## src/rtl/rf_access_ctrl_pkg.sv

```systemverilog
// Shared definitions for the register-file access controller: opcodes, FSM states
// and the default register-file geometry.
package rf_access_ctrl_pkg;

    localparam int RF_ADDR_W = 5;
    localparam int RF_DATA_W = 32;

    localparam logic [1:0] OP_WRITE = 2'b00;
    localparam logic [1:0] OP_READ  = 2'b01;
    localparam logic [1:0] OP_CLEAR = 2'b10;
    localparam logic [1:0] OP_DUMP  = 2'b11;

    typedef enum logic [2:0] {
        ST_IDLE = 3'd0,
        ST_WR   = 3'd1,
        ST_RD   = 3'd2,
        ST_RSP  = 3'd3,
        ST_CLR  = 3'd4,
        ST_DRD  = 3'd5,
        ST_DRSP = 3'd6
    } state_t;

endpackage

```

## src/rtl/rf_access_ctrl_if.sv

```systemverilog
// Command and response streams between a requester (master) and the
// register-file access controller (slave).
interface rf_access_ctrl_if
    import rf_access_ctrl_pkg::*;
#(
    parameter int ADDR_W = RF_ADDR_W,
    parameter int DATA_W = RF_DATA_W
);

    logic              cmd_valid;
    logic              cmd_ready;
    logic [1:0]        cmd_op;
    logic [ADDR_W-1:0] cmd_addr;
    logic [ADDR_W-1:0] cmd_addr2;
    logic [DATA_W-1:0] cmd_data;

    logic              rsp_valid;
    logic              rsp_ready;
    logic [ADDR_W-1:0] rsp_addr;
    logic [DATA_W-1:0] rsp_data1;
    logic [DATA_W-1:0] rsp_data2;

    modport master (
        output cmd_valid, cmd_op, cmd_addr, cmd_addr2, cmd_data, rsp_ready,
        input  cmd_ready, rsp_valid, rsp_addr, rsp_data1, rsp_data2
    );

    modport slave (
        input  cmd_valid, cmd_op, cmd_addr, cmd_addr2, cmd_data, rsp_ready,
        output cmd_ready, rsp_valid, rsp_addr, rsp_data1, rsp_data2
    );

endinterface

```

## src/rtl/rf_access_ctrl.sv

```systemverilog
// Command-driven initiator for the register file: single writes, dual reads,
// a bulk clear of registers 1..top and a full dump streamed over the response port.
module rf_access_ctrl
    import rf_access_ctrl_pkg::*;
#(
    parameter int ADDR_W = RF_ADDR_W,
    parameter int DATA_W = RF_DATA_W
) (
    input  logic              clk,
    input  logic              rst,
    rf_access_ctrl_if.slave   bus,
    output logic              busy,
    output logic [ADDR_W-1:0] ra1,
    output logic [ADDR_W-1:0] ra2,
    input  logic [DATA_W-1:0] rd1,
    input  logic [DATA_W-1:0] rd2,
    output logic [ADDR_W-1:0] wa,
    output logic [DATA_W-1:0] wd,
    output logic              we
);

    // One spare counter bit so stepping past the top address never wraps to 0.
    localparam logic [ADDR_W:0] CNT_LAST = {1'b0, {ADDR_W{1'b1}}};
    localparam logic [ADDR_W:0] CNT_ONE  = (ADDR_W+1)'(1);

    state_t            state;
    state_t            state_nxt;
    logic [ADDR_W:0]   cnt;
    logic              cnt_last;
    logic [ADDR_W-1:0] addr1_q;
    logic [ADDR_W-1:0] addr2_q;
    logic [DATA_W-1:0] data_q;

    assign cnt_last = (cnt == CNT_LAST);

    always_ff @(posedge clk or posedge rst) begin
        if (rst) begin
            state <= ST_IDLE;
        end else begin
            state <= state_nxt;
        end
    end

    always_comb begin
        state_nxt     = state;
        bus.cmd_ready = 1'b0;
        bus.rsp_valid = 1'b0;
        busy          = (state != ST_IDLE);
        ra1           = '0;
        ra2           = '0;
        wa            = '0;
        wd            = '0;
        we            = 1'b0;
        case (state)
            ST_IDLE: begin
                bus.cmd_ready = 1'b1;
                if (bus.cmd_valid) begin
                    case (bus.cmd_op)
                        OP_WRITE: state_nxt = ST_WR;
                        OP_READ:  state_nxt = ST_RD;
                        OP_CLEAR: state_nxt = ST_CLR;
                        OP_DUMP:  state_nxt = ST_DRD;
                    endcase
                end
            end
            ST_WR: begin
                we        = 1'b1;
                wa        = addr1_q;
                wd        = data_q;
                state_nxt = ST_IDLE;
            end
            ST_RD: begin
                ra1       = addr1_q;
                ra2       = addr2_q;
                state_nxt = ST_RSP;
            end
            ST_RSP: begin
                bus.rsp_valid = 1'b1;
                if (bus.rsp_ready) begin
                    state_nxt = ST_IDLE;
                end
            end
            ST_CLR: begin
                we = 1'b1;
                wa = cnt[ADDR_W-1:0];
                if (cnt_last) begin
                    state_nxt = ST_IDLE;
                end
            end
            ST_DRD: begin
                ra1       = cnt[ADDR_W-1:0];
                state_nxt = ST_DRSP;
            end
            ST_DRSP: begin
                bus.rsp_valid = 1'b1;
                if (bus.rsp_ready) begin
                    state_nxt = cnt_last ? ST_IDLE : ST_DRD;
                end
            end
            default: state_nxt = ST_IDLE;
        endcase
    end

    // Response fields only change in RD/DRD, so they stay stable through any back-pressure.
    always_ff @(posedge clk or posedge rst) begin
        if (rst) begin
            cnt           <= '0;
            addr1_q       <= '0;
            addr2_q       <= '0;
            data_q        <= '0;
            bus.rsp_addr  <= '0;
            bus.rsp_data1 <= '0;
            bus.rsp_data2 <= '0;
        end else begin
            case (state)
                ST_IDLE: begin
                    if (bus.cmd_valid) begin
                        addr1_q <= bus.cmd_addr;
                        addr2_q <= bus.cmd_addr2;
                        data_q  <= bus.cmd_data;
                        cnt     <= (bus.cmd_op == OP_CLEAR) ? CNT_ONE : '0;
                    end
                end
                ST_RD: begin
                    bus.rsp_addr  <= addr1_q;
                    bus.rsp_data1 <= rd1;
                    bus.rsp_data2 <= rd2;
                end
                ST_CLR: begin
                    cnt <= cnt + CNT_ONE;
                end
                ST_DRD: begin
                    bus.rsp_addr  <= cnt[ADDR_W-1:0];
                    bus.rsp_data1 <= rd1;
                    bus.rsp_data2 <= '0;
                end
                ST_DRSP: begin
                    if (bus.rsp_ready && !cnt_last) begin
                        cnt <= cnt + CNT_ONE;
                    end
                end
                default: ;
            endcase
        end
    end

endmodule

```

## src/flat_wrapper.sv

```systemverilog
// flat-port wrapper written by rule: the top's interface ports become plain ports
module rf_access_ctrl_flat import rf_access_ctrl_pkg::*;
#(
    parameter int ADDR_W = RF_ADDR_W,
    parameter int DATA_W = RF_DATA_W
)
  (clk, rst, busy, ra1, ra2, rd1, rd2, wa, wd, we, bus_cmd_valid, bus_cmd_op, bus_cmd_addr, bus_cmd_addr2, bus_cmd_data, bus_rsp_ready, bus_cmd_ready, bus_rsp_valid, bus_rsp_addr, bus_rsp_data1, bus_rsp_data2);
  rf_access_ctrl_if #(.ADDR_W(ADDR_W), .DATA_W(DATA_W)) bus_i ();
  input  logic clk;
  input  logic rst;
  output logic busy;
  output logic [ADDR_W-1:0] ra1;
  output logic [ADDR_W-1:0] ra2;
  input  logic [DATA_W-1:0] rd1;
  input  logic [DATA_W-1:0] rd2;
  output logic [ADDR_W-1:0] wa;
  output logic [DATA_W-1:0] wd;
  output logic we;
  input wire logic [$bits(bus_i.cmd_valid)-1:0] bus_cmd_valid;
  input wire logic [$bits(bus_i.cmd_op)-1:0] bus_cmd_op;
  input wire logic [$bits(bus_i.cmd_addr)-1:0] bus_cmd_addr;
  input wire logic [$bits(bus_i.cmd_addr2)-1:0] bus_cmd_addr2;
  input wire logic [$bits(bus_i.cmd_data)-1:0] bus_cmd_data;
  input wire logic [$bits(bus_i.rsp_ready)-1:0] bus_rsp_ready;
  output wire logic [$bits(bus_i.cmd_ready)-1:0] bus_cmd_ready;
  output wire logic [$bits(bus_i.rsp_valid)-1:0] bus_rsp_valid;
  output wire logic [$bits(bus_i.rsp_addr)-1:0] bus_rsp_addr;
  output wire logic [$bits(bus_i.rsp_data1)-1:0] bus_rsp_data1;
  output wire logic [$bits(bus_i.rsp_data2)-1:0] bus_rsp_data2;
  assign bus_i.cmd_valid = bus_cmd_valid;
  assign bus_i.cmd_op = bus_cmd_op;
  assign bus_i.cmd_addr = bus_cmd_addr;
  assign bus_i.cmd_addr2 = bus_cmd_addr2;
  assign bus_i.cmd_data = bus_cmd_data;
  assign bus_i.rsp_ready = bus_rsp_ready;
  assign bus_cmd_ready = bus_i.cmd_ready;
  assign bus_rsp_valid = bus_i.rsp_valid;
  assign bus_rsp_addr = bus_i.rsp_addr;
  assign bus_rsp_data1 = bus_i.rsp_data1;
  assign bus_rsp_data2 = bus_i.rsp_data2;
  rf_access_ctrl #(.ADDR_W(ADDR_W), .DATA_W(DATA_W)) u_core (.clk(clk), .rst(rst), .bus(bus_i), .busy(busy), .ra1(ra1), .ra2(ra2), .rd1(rd1), .rd2(rd2), .wa(wa), .wd(wd), .we(we));
endmodule
```

## config.mk

```make
export PLATFORM = sky130hd
export DESIGN_NAME = rf_access_ctrl_flat
export DESIGN_NICKNAME = d
export VERILOG_FILES = /design/src/rtl/rf_access_ctrl_pkg.sv /design/src/rtl/rf_access_ctrl_if.sv /design/src/rtl/rf_access_ctrl.sv /design/src/flat_wrapper.sv
export SDC_FILE = /design/constraint.sdc
export NUM_CORES = 1
export LEC_CHECK = 0
export ABC_AREA = 0
export ABC_CLOCK_PERIOD_IN_PS = 4420
export CAP_MARGIN = 25
export CORE_AREA = 2 2 113 115
export CTS_BUF_LIST = sky130_fd_sc_hd__clkbuf_2
export DETAILED_ROUTE_END_ITERATION = 12
export DIE_AREA = 0 0 115 117
export PLACE_DENSITY = 0.82
export SKIP_CTS_REPAIR_TIMING = 1
export SYNTH_ARGS = -nofsm -noshare
export SYNTH_HDL_FRONTEND = slang
export SYNTH_SLANG_ARGS = --single-unit
```

## constraint.sdc

```tcl
create_clock -name clk -period 4.42 [get_ports clk]
set_input_delay 0.663 -clock clk [delete_from_list [all_inputs] [get_ports clk]]
set_output_delay 0.663 -clock clk [all_outputs]
set_load 0.02 [all_outputs]
```

==> results by group, run 1 <==
Setup path
  • Family with the most delay on the worst path: simple AND/OR/NAND/NOR gates
  • Worst Path Required: between 3000 and 4000 ps
  • Critical Path AT: 3230 ps
  • Reg-to-reg slack, setup: 1710 ps
  • Crit. End Element: output pin
  • CP Launch Type: register
  • Critical Path Stages: 3
  • FF-to-FF End: u_core.bus.rsp_data1[16]
  • Buf/Inv on CP: 1
  • Critical Path Max Stage Delay: 910 ps
  • Crit path cell chain: and3_2, a22o_1, clkdlybuf4s50_1
  • CP Max Fanout: 43
  • CP max stage cell: and3_2
  • WS Path Type: register to output pin
  • Worst Reg2Reg Path Length in Cells: 3
  • FF-to-FF Start: u_core.state[1]

Global route
  • First-pass GRT wire length: between 20 and 25 mm
  • Initial antenna violation count: 0
  • Global route total overflow: 0
  • Largest net degree at the start of global routing: 74
  • Vias in the first global route: about 4000
  • GRT Util Overall: 0.198

Job
  • Max cap viols: 0

Drt
  • 1st-pass router iterations: 4
  • Routed vias/inst: 5.10
  • Routed WL: 13.5 mm
  • Vias: 3896
  • Antenna-violating nets left: 0
  • Initial DRC Count: 180
  • Detailed-route DRC error count: 0
  • Avg WL per Cell: 17.6 um

Timing
  • Max Freq: 0.257 GHz
  • Final Max Slew Viols: 0
  • Hold Vio Cnt, Final: 0
  • Hold_ws: 506 ps
  • RSZ-0062 raised after global routing: false
  • Total Negative Setup Slacks: 0 ps
  • Max Clock Skew: about 22 ps
  • Final setup fails: 0
  • Min Tclk post-route: 3890 ps
  • Measured slew at the worst slew-check pin: about 1000 ps
  • Slew HR: 0.325
  • Fin crit share: 0.880

Clock tree
  • Clk buf depth: 2
  • Clock Latency Late Sink: 630 ps
  • # H-tree levels: 4
  • Clock sink total: 120
  • TritonCTS buffer count: 17
  • Root Driver: clkbuf_2
  • CTS tree: yes
  • Clock-pin transition on the worst setup and hold timing paths: roughly 180 ps

Placement
  • Gpl congestion: between 0.8 and 0.9
  • Post-DP HPWL: just under 10 mm
  • PortBufs: approximately 230
  • Placed cell areas: 7610 um2

Yosys
  • EDFF count, synth: 0
  • Post-synth top area share: 0.566
  • Synth warnings: 0
  • Netlist cell types: 40
  • Area leader, netlist: dfrtp_1
  • Syn Nets: slightly below 500
  • Cell Area, Synth: 5300 um2
  • Ys flop type: dfrtp_1
  • Seq/Total Area, Yosys: 0.566
  • Synth Area per Inst: ~14 um2
  • Synth area leaders: dfrtp_1 57%, mux2_4 11%, mux2_1 6.8%
  • Asr flop ratio synth: 1.00
  • Mapped Cells: 372
  • Flip-flop and latch count after synthesis: 120

Die
  • Initial Util: 0.431
  • Die width: 115 um
  • Site row count: 41
  • Die height: around 120 um
  • I/O pins: 232
  • Die Area: 13500 um2
  • Core area: 12300 um2

Worst hold path
  • Endpoint, Worst Hold: u_core.bus.rsp_addr[4]
  • HP Start: u_core.bus.rsp_addr[4]
  • Worst min-delay path category: register to register
  • Hold depth: 1

Power and ir drop
  • Cell Pwr Density: 721 nW/um2
  • Max rail drop VDD: around 0.0006 V
  • Final Power: 5.70 mW
  • Leak pwr: 3.47 nW

Cells and area
  • Final #Nets: 717
  • Design Area, Final: 7910 um2
  • Antenna Diode Count: 0
  • Most common library cell in the layout ignoring fill and taps: clkdlybuf4s50_1
  • Commonest non-fill, non-tap cells in the layout: 231 x clkdlybuf4s50_1, 120 x dfrtp_1, 39 x mux2_4, 38 x a22o_1, 37 x and2_1
  • P&R area growth vs syn: 49.2%
  • Share of post-route cells with drive strength above 1: 0.138

Status
  • Status: completed
-- where the power goes --
part	switching (mW)	leakage (nW)	internal (mW)
clock	0.431	0.176	0.432
combinational	1.33	1.83	1.55
sequential	0.350	1.46	1.62
-- logic make-up (layout without fill, tap and decap cells) --
logic type               Yosys count  count (layout)  synth area share
AO/OA/AOI/OAI                     64              64            0.0998
adder cells (fa/ha/maj)            4               4           0.00944
buffers and inverters             32             274            0.0486
flip-flops                       120             120             0.566
multiplexers                      78              78             0.192
AND/OR/NAND/NOR                   74              74            0.0835
-- worst reg2reg max path: stages, from the launching register on --
cell     delay (ps)
dfrtp_1         640
and3_2          620
nor2_8          900
mux2_1          430
-- cells in the mapped netlist, types with 2 or more instances --
master and n:
inv_2 3, mux2i_1 4, and3_1 2, a21o_1 5, nand2_1 10, nand3_1 2
o22a_1 2, mux2_2 3, a21oi_1 2, and2_1 37, buf_4 3, buf_6 5
buf_2 6, mux2_1 32, inv_1 5, nor3_1 2, a22o_1 38, ha_1 4
a311o_1 2, clkbuf_1 5, a22oi_1 5, nand2b_1 2, dfrtp_1 120, nor2_1 9
buf_12 5, nor2b_1 4, o21ai_0 4, mux2_4 39
-- metal layers --
| layer | track usage | share of wire | vias up |
|---|---|---|---|
| li1 | - | - | 1779 |
| met1 | 0.247 | 0.41 | 1918 |
| met2 | 0.335 | 0.50 | 186 |
| met3 | 0.0639 | 0.081 | 13 |
| met4 | 0.0530 | 0.011 | 0 |
| met5 | 0 | 0 | - |
-- stage by stage --
step,instances,utilization,setup WS [ps]
after floorplan,372,-,571
after global placement,732,0.618,1320
after detailed placement,732,0.618,1210
after CTS,764,0.643,454
after global routing,764,0.643,237
final,764,0.643,529
-- how the worst max path moves through the flow --
stage / start / endpoint / slack (ps)
finish: u_core.state[1] / ra1[2] / 530
global route: u_core.state[1] / ra1[4] / 240
CTS: u_core.state[1] / ra1[2] / 450
detailed placement: u_core.state[1] / ra1[2] / 1210
global placement: u_core.state[1] / ra1[0] / 1320
floorplan: rst / u_core.addr1_q[0] / 570
-- sequential cells by signal, indices dropped and copies added (netlist names) --
| name | cells |
|---|---|
| u_core.addr1_q | 5 |
| u_core.addr2_q | 5 |
| u_core.bus.rsp_addr | 5 |
| u_core.bus.rsp_data1 | 32 |
| u_core.bus.rsp_data2 | 32 |
| u_core.cnt | 6 |
| u_core.data_q | 32 |
| u_core.state | 3 |
-- cell type report --
type / instances / area [um2]
sequential: 120 / 3000
timing repair buffer: 234 / 2330
clock buffer: 17 / 85.1
inverter: 8 / 32.5
tap: 150 / 188
clock inverter: 15 / 223
multi-input combinational: 220 / 2050
fill: 970 / 4400
Power figures use the tool's default switching activity.
==> run 2, diff against run 1 <==
--- a/config.mk
+++ b/config.mk
@@ -6,13 +6,13 @@
 export NUM_CORES = 1
 export LEC_CHECK = 0
 export ABC_AREA = 0
-export ABC_CLOCK_PERIOD_IN_PS = 4420
+export ABC_CLOCK_PERIOD_IN_PS = 4830
 export CAP_MARGIN = 25
-export CORE_AREA = 2 2 113 115
+export CORE_AREA = 5 5 113 115
 export CTS_BUF_LIST = sky130_fd_sc_hd__clkbuf_2
 export DETAILED_ROUTE_END_ITERATION = 12
-export DIE_AREA = 0 0 115 117
-export PLACE_DENSITY = 0.82
+export DIE_AREA = 0 0 118 120
+export PLACE_DENSITY = 0.86
 export SKIP_CTS_REPAIR_TIMING = 1
 export SYNTH_ARGS = -nofsm -noshare
 export SYNTH_HDL_FRONTEND = slang
==> constraint.sdc (replaced) <==
create_clock -name clk -period 4.83 [get_ports clk]
set_input_delay 0.7245 -clock clk [delete_from_list [all_inputs] [get_ports clk]]
set_output_delay 0.7245 -clock clk [all_outputs]
set_load 0.02 [all_outputs]
==> run 2 against run 1 <==
Net effect:
- clock power shrank 12%
- non-clock buffer count grew 1
- first-iteration DRC count grew 39%
- utilization grew 3.4 points
- total power shrank 8.0%
- global-route usage grew 0.14 points
- worst hold slack gained 0.93 ps
- count of clock-buffer cells in the layout grew 1
- wire length grew 4.2%
- via count grew 0.82%
- clock skew shrank 3.9 ps
- critical path type unchanged
- largest power group unchanged
- highest routed layer unchanged
==> results by group, run 2 (synthesis gave the netlist of run 1 again) <==
Drt
  • Detailed-route DRC error count: 0 (unchanged)
  • Routed WL: 14.0 mm (+4.2%)
  • Avg WL per Cell: 18.4 um (+4.5%)
  • Initial DRC Count: 250 (+39%)
  • 1st-pass router iterations: 4 (unchanged)
  • Antenna-violating nets left: 0 (unchanged)
  • Vias: 3928 (+0.82%)
  • Routed vias/inst: 5.15 (+1.1%)

Power and ir drop
  • Max rail drop VDD: 0.000406 V (-30%)
  • Switching power share of the total: 0.370 (-0.000410)
  • Clock power share: 0.145 (-0.006)
  • Cell Pwr Density: 662 nW/um2 (-8.2%)
  • Gate power share: 0.511 (+0.007)
  • P_sw: 1.94 mW (-8.1%)
  • Internal power: 3.31 mW (-8.0%)
  • Leak pwr: 3.48 nW (+0.18%)
  • Sequential share of power: 0.344 (about the same)

Timing
  • RSZ-0062 raised after global routing: false
  • Final setup fails: 0 (unchanged)
  • Min Tclk post-route: 4020 ps
  • Fin crit share: 0.833
  • Total Negative Setup Slacks: 0 ps (unchanged)
  • Measured slew at the worst slew-check pin: 968 ps (-44.8 ps)
  • Max Clock Skew: 18.3 ps (-3.86 ps)
  • Final Max Slew Viols: 0 (unchanged)
  • Max Freq: 0.249 GHz
  • Hold Vio Cnt, Final: 0 (unchanged)
  • Slew HR: 0.355 (+0.0299)

Die
  • Initial Util: 0.453 (+0.0221)
  • Core area: 11700 um2 (-4.9%)
  • Die width: 118 um (+2.6%)
  • Site row count: 40 (-2.4%)
  • Die height: 120 um (+2.6%)
  • I/O pins: 232 (unchanged)
  • Die Area: 14200 um2 (+5.2%)

Setup path
  • CP startpoint: u_core.state[1]
  • CP Launch Type: register
  • CP Max Fanout: 43 (unchanged)
  • Critical Path AT: 3300 ps (+70 ps)
  • Crit. End Element: output pin
  • FF-to-FF Start: u_core.state[1]
  • WS Path Type: register to output pin
  • Worst Path Required: 4110 ps (+350 ps)

Clock tree
  • Clk buf depth: 2 (unchanged)
  • CTS tree: yes
  • Clock sink total: 120 (unchanged)
  • TritonCTS buffer count: 17 (unchanged)
  • Root Driver: clkbuf_2
  • Clock-pin transition on the worst setup and hold timing paths: 170 ps (about the same)
  • Clock Latency Late Sink: 630 ps (about the same)
  • # H-tree levels: 4 (unchanged)

Cells and area
  • Commonest non-fill, non-tap cells in the layout: 231 x clkdlybuf4s50_1, 120 x dfrtp_1, 39 x mux2_4, 38 x a22o_1, 37 x and2_1
  • Design Area, Final: 7930 um2 (+0.14%)
  • Most common library cell in the layout ignoring fill and taps: clkdlybuf4s50_1
  • Largest regs: u_core.bus.rsp_data1: 32 flops, u_core.bus.rsp_data2: 32 flops, u_core.data_q: 32 flops
  • P&R area growth vs syn: 49.5%
  • Final #Nets: 718 (+0.14%)
  • Antenna Diode Count: 0 (unchanged)
  • Share of post-route cells with drive strength above 1: 0.141 (+0.00303)

Placement
  • PortBufs: 231 (unchanged)
  • Placed cell areas: 7600 um2 (about the same)
  • Post-DP HPWL: 10.3 mm (+7.2%)
  • Gpl congestion: 0.854 (+0.15%)

Status
  • Status: completed

Global route
  • Global route total overflow: 0 (unchanged)
  • Initial antenna violation count: 0 (unchanged)
  • GRT Util Overall: 0.200 (+0.00139)
  • First-pass GRT wire length: 22.5 mm (+8.9%)
  • Vias in the first global route: 4187 (+5.3%)
  • Largest net degree at the start of global routing: 70 (-5.4%)

Worst hold path
  • Worst min-delay path category: register to register
  • HP Start: u_core.bus.rsp_addr[2]

Job
  • Max cap viols: 0 (unchanged)
## run 2: cell types whose count changed in the layout (fill, tap and decap cells not counted), sizes merged
cell	delta
clkbuf	+1
inv	-3
buf	+1
clkinvlp	+2
## run 2: power groups by stage
stage | clock (mW) | combinational (mW) | sequential, mW
floorplan | 0 | 1.42 | 2.04
global placement | 0 | 2.60 | 1.80
detailed placement | 0 | 2.67 | 1.82
CTS | 0.783 | 2.69 | 1.80
global route | 0.830 | 2.85 | 1.87
finish | 0.761 | 2.68 | 1.80
## run 2: metrics by stage
step / util / instances / hold WS [ps] / setup WS (ps) / power, mW
2_1_floorplan: - / 372 / 472 / 920 / 3.45
3_3_place_gp: 0.649 / 729 / 474 / 1670 / 4.40
3_5_place_dp: 0.649 / 729 / 473 / 1510 / 4.49
4_1_cts: 0.674 / 761 / 507 / 725 / 5.27
5_1_grt: 0.677 / 762 / 521 / 536 / 5.55
6_report: 0.677 / 762 / 507 / 808 / 5.25
## run 2: worst max-delay path, stage by stage (launching register included)
cell and delay [ps]:
dfrtp_1 770, and3_2 960, a22o_1 300, clkdlybuf4s50_1 630
## run 2: per-layer routing
metal	track usage	vias to the layer above	wire [um]	part of all wire
li1	-	1781	-	-
met2	0.333	203	7030	0.50
met5	0	-	0	0
met4	0.0717	0	284	0.020
met1	0.240	1918	5680	0.40
met3	0.0693	26	1040	0.074
## run 2: final timing paths
path	slack (ps)	to	depth (start not counted)
hold reg to reg	510	u_core.bus.rsp_addr[2]	1
setup reg to reg	2270	u_core.bus.rsp_data1[8]	4
min in group asynchronous	580	u_core.bus.rsp_data2[11]	2
setup / recovery	810	ra1[1]	3
hold / removal	510	u_core.bus.rsp_addr[2]	1
max in group asynchronous	3250	u_core.addr1_q[4]	3
## run 2: layout make-up
cell class                      count  area [um2]
Clock buffer                       18        90.1
Multi-Input combinational cell    220        2050
Fill cell                         841        3790
Sequential cell                   120        3000
Timing Repair Buffer              235        2360
Inverter                            8        32.5
Clock inverter                     14         205
Tap cell                          147         184
==> run 3, diff against run 2 <==
--- a/config.mk
+++ b/config.mk
@@ -6,13 +6,13 @@
 export NUM_CORES = 1
 export LEC_CHECK = 0
 export ABC_AREA = 0
-export ABC_CLOCK_PERIOD_IN_PS = 4830
+export ABC_CLOCK_PERIOD_IN_PS = 3400
 export CAP_MARGIN = 25
-export CORE_AREA = 5 5 113 115
+export CORE_AREA = 5 5 123 125
 export CTS_BUF_LIST = sky130_fd_sc_hd__clkbuf_2
 export DETAILED_ROUTE_END_ITERATION = 12
-export DIE_AREA = 0 0 118 120
-export PLACE_DENSITY = 0.86
+export DIE_AREA = 0 0 128 130
+export PLACE_DENSITY = 0.77
 export SKIP_CTS_REPAIR_TIMING = 1
 export SYNTH_ARGS = -nofsm -noshare
 export SYNTH_HDL_FRONTEND = slang
==> constraint.sdc (replaced) <==
create_clock -name clk -period 3.4 [get_ports clk]
set_input_delay 0.51 -clock clk [delete_from_list [all_inputs] [get_ports clk]]
set_output_delay 0.51 -clock clk [all_outputs]
set_load 0.02 [all_outputs]
==> run 3 against run 2 <==
Net effect:
- sequential share of layout area rose by 0.31 points
- register-to-register slack got worse by 1300 ps
- clock skew is 16 ps higher
- sequential power grew 41%
- non-clock buffer count rose by 4
- total power grew 36%
- setup slack got worse by 570 ps
- utilization decreased by 11 points
- design area is 0.73% lower
==> results by group, run 3 (synthesis gave the netlist of run 1 again) <==
Placement
  • Post-DP HPWL: 10.8 mm (+4.8%)
  • Cell count after placement: 764 (+4.8%)
  • PortBufs: 231 (unchanged)
  • Placed cell areas: 7670 um2 (+0.92%)
  • Gpl congestion: 0.827 (-3.2%)
  • Setup WS pre-CTS: 517 ps (-991 ps)

Setup path
  • FF-to-FF Start: u_core.state[2]
  • Critical Path AT: 2650 ps (-650 ps)
  • CP Launch Type: register
  • Family with the most delay on the worst path: buffers and inverters
  • Crit. End Element: output pin
  • Buf/Inv on CP: 2 (+1)
  • Worst Path Required: 2890 ps (-1220 ps)
  • Reg-to-reg slack, setup: 980 ps (-1290 ps)
  • Crit path cell chain: inv_2, and3_4, a22o_1, clkdlybuf4s50_1
  • CP max stage cell: clkdlybuf4s50_1
  • CP Max Fanout: 16 (-63%)
  • FF-to-FF End: u_core.bus.rsp_data2[9]
  • WS Path Type: register to output pin
  • Worst Reg2Reg Path Length in Cells: 6 (+2)
  • Critical Path Max Stage Delay: 640 ps (-320 ps)

Power and ir drop
  • Leak pwr: 3.43 nW (-1.3%)
  • Max rail drop VDD: 0.000680 V (+68%)
  • Cell Pwr Density: 904 nW/um2 (+37%)

Timing
  • Final setup fails: 0 (unchanged)
  • Slew HR: 0.454 (+0.0987)
  • Worst setup margin: 236 ps (-572 ps)
  • Max Clock Skew: 34.3 ps (+16.1 ps)
  • Min Tclk post-route: 3160 ps
  • Hold Vio Cnt, Final: 0 (unchanged)
  • Measured slew at the worst slew-check pin: 819 ps (-148 ps)
  • RSZ-0062 raised after global routing: false
  • Fin crit share: 0.931
  • Max Freq: 0.316 GHz
  • Final Max Slew Viols: 0 (unchanged)

Die
  • I/O pins: 232 (unchanged)
  • Die width: 128 um (+8.5%)
  • Initial Util: 0.385 (-0.0678)
  • Die height: 130 um (+8.3%)
  • Site row count: 43 (+7.5%)
  • Die Area: 16600 um2 (+18%)
  • Core area: 13800 um2 (+18%)

Worst hold path
  • Worst min-delay path category: primary input to asynchronous set/reset pin

Drt
  • 1st-pass router iterations: 4 (unchanged)
  • Routed vias/inst: 4.91 (-4.7%)
  • Detailed-route DRC error count: 0 (unchanged)
  • Routed WL: 15.0 mm (+7.0%)
  • Vias: 3922 (-0.15%)
  • Avg WL per Cell: 18.8 um (+2.2%)
  • Initial DRC Count: 204 (-18%)
  • Antenna-violating nets left: 0 (unchanged)

Clock tree
  • Clk buf depth: 2 (unchanged)
  • TritonCTS buffer count: 17 (unchanged)
  • Clock Latency Late Sink: 650 ps (+20 ps)
  • CTS tree: yes
  • Root Driver: clkbuf_2
  • # H-tree levels: 4 (unchanged)
  • Clock sink total: 120 (unchanged)
  • Clock-pin transition on the worst setup and hold timing paths: 190 ps (+20 ps)

Global route
  • Vias in the first global route: 4105 (-2.0%)
  • Initial antenna violation count: 0 (unchanged)
  • First-pass GRT wire length: 22.5 mm (+0.15%)
  • Global route total overflow: 0 (unchanged)
  • GRT Util Overall: 0.175 (-0.0251)
  • Largest net degree at the start of global routing: 121 (+73%)

Cells and area
  • Antenna Diode Count: 0 (unchanged)
  • Design Area, Final: 7870 um2 (-0.73%)
  • Post-route insts no fill: 798 (+4.7%)
  • Share of post-route cells with drive strength above 1: 0.150 (+0.00902)
  • Final #Nets: 723 (+0.70%)
  • Most common library cell in the layout ignoring fill and taps: clkdlybuf4s50_1
  • Commonest non-fill, non-tap cells in the layout: 231 x clkdlybuf4s50_1, 118 x dfrtp_1, 39 x mux2_4, 38 x a22o_1, 37 x and2_1
  • Fin util: 0.571 (-0.105)
  • P&R area growth vs syn: 48.4%
  • Largest regs: u_core.bus.rsp_data1: 32 flops, u_core.bus.rsp_data2: 32 flops, u_core.data_q: 32 flops

Status
  • Status: completed

Job
  • Max cap viols: 0 (unchanged)
-- run 3: changes by cell type in the layout (fill, tap and decap cells not counted), sizes merged --
cell / before / now
bufinv: 5 / 0
buf: 4 / 8
clkinv: 7 / 9
and3: 2 / 3
clkbuf: 18 / 19
clkinvlp: 2 / 3
inv: 8 / 7
-- run 3: cell type report --
cell class | instances | area, um2
clock buffer | 19 | 95.1
timing repair buffer | 239 | 2380
inverter | 8 | 33.8
multi-input combinational | 221 | 2060
clock inverter | 11 | 61.3
fill | 1172 | 5910
sequential | 120 | 3010
tap | 180 | 225
-- run 3: worst max-delay path by stage --
stage	cells after the start	to	start	slack, ps
final	4	ra1[3]	u_core.state[0]	240
after global routing	4	ra1[3]	u_core.state[0]	60
after CTS	4	ra1[3]	u_core.state[2]	-290
after detailed placement	4	ra1[3]	u_core.state[2]	520
after global placement	4	ra1[0]	u_core.state[2]	650
after floorplan	1	u_core.addr1_q[0]	rst	1420
-- run 3: per-layer routing --
layer	track usage	routed length, um
met2	0.292	7390
met3	0.0581	1200
met5	0	0
met1	0.210	6030
met4	0.0662	396
-- run 3: power by group --
group / internal, mW / switching, mW
clock: 0.175 / 0.508
sequential: 2.11 / 0.438
combinational: 2.05 / 1.84
-- run 3: tightest hold or removal path, cell delays in order --
cell and delay, ps:
clkdlybuf4s50_1 440, clkinvlp_4 100, buf_12 450
-- run 3: metrics by stage --
step | power, mW | TNS (ps) | hold WS (ps)
after global placement | 6.29 | 0 | 468
final | 7.12 | 0 | 349
after CTS | 7.13 | -2100 | 310
after global routing | 7.55 | 0 | 295
after floorplan | 4.91 | 0 | 472
after detailed placement | 6.42 | 0 | 469
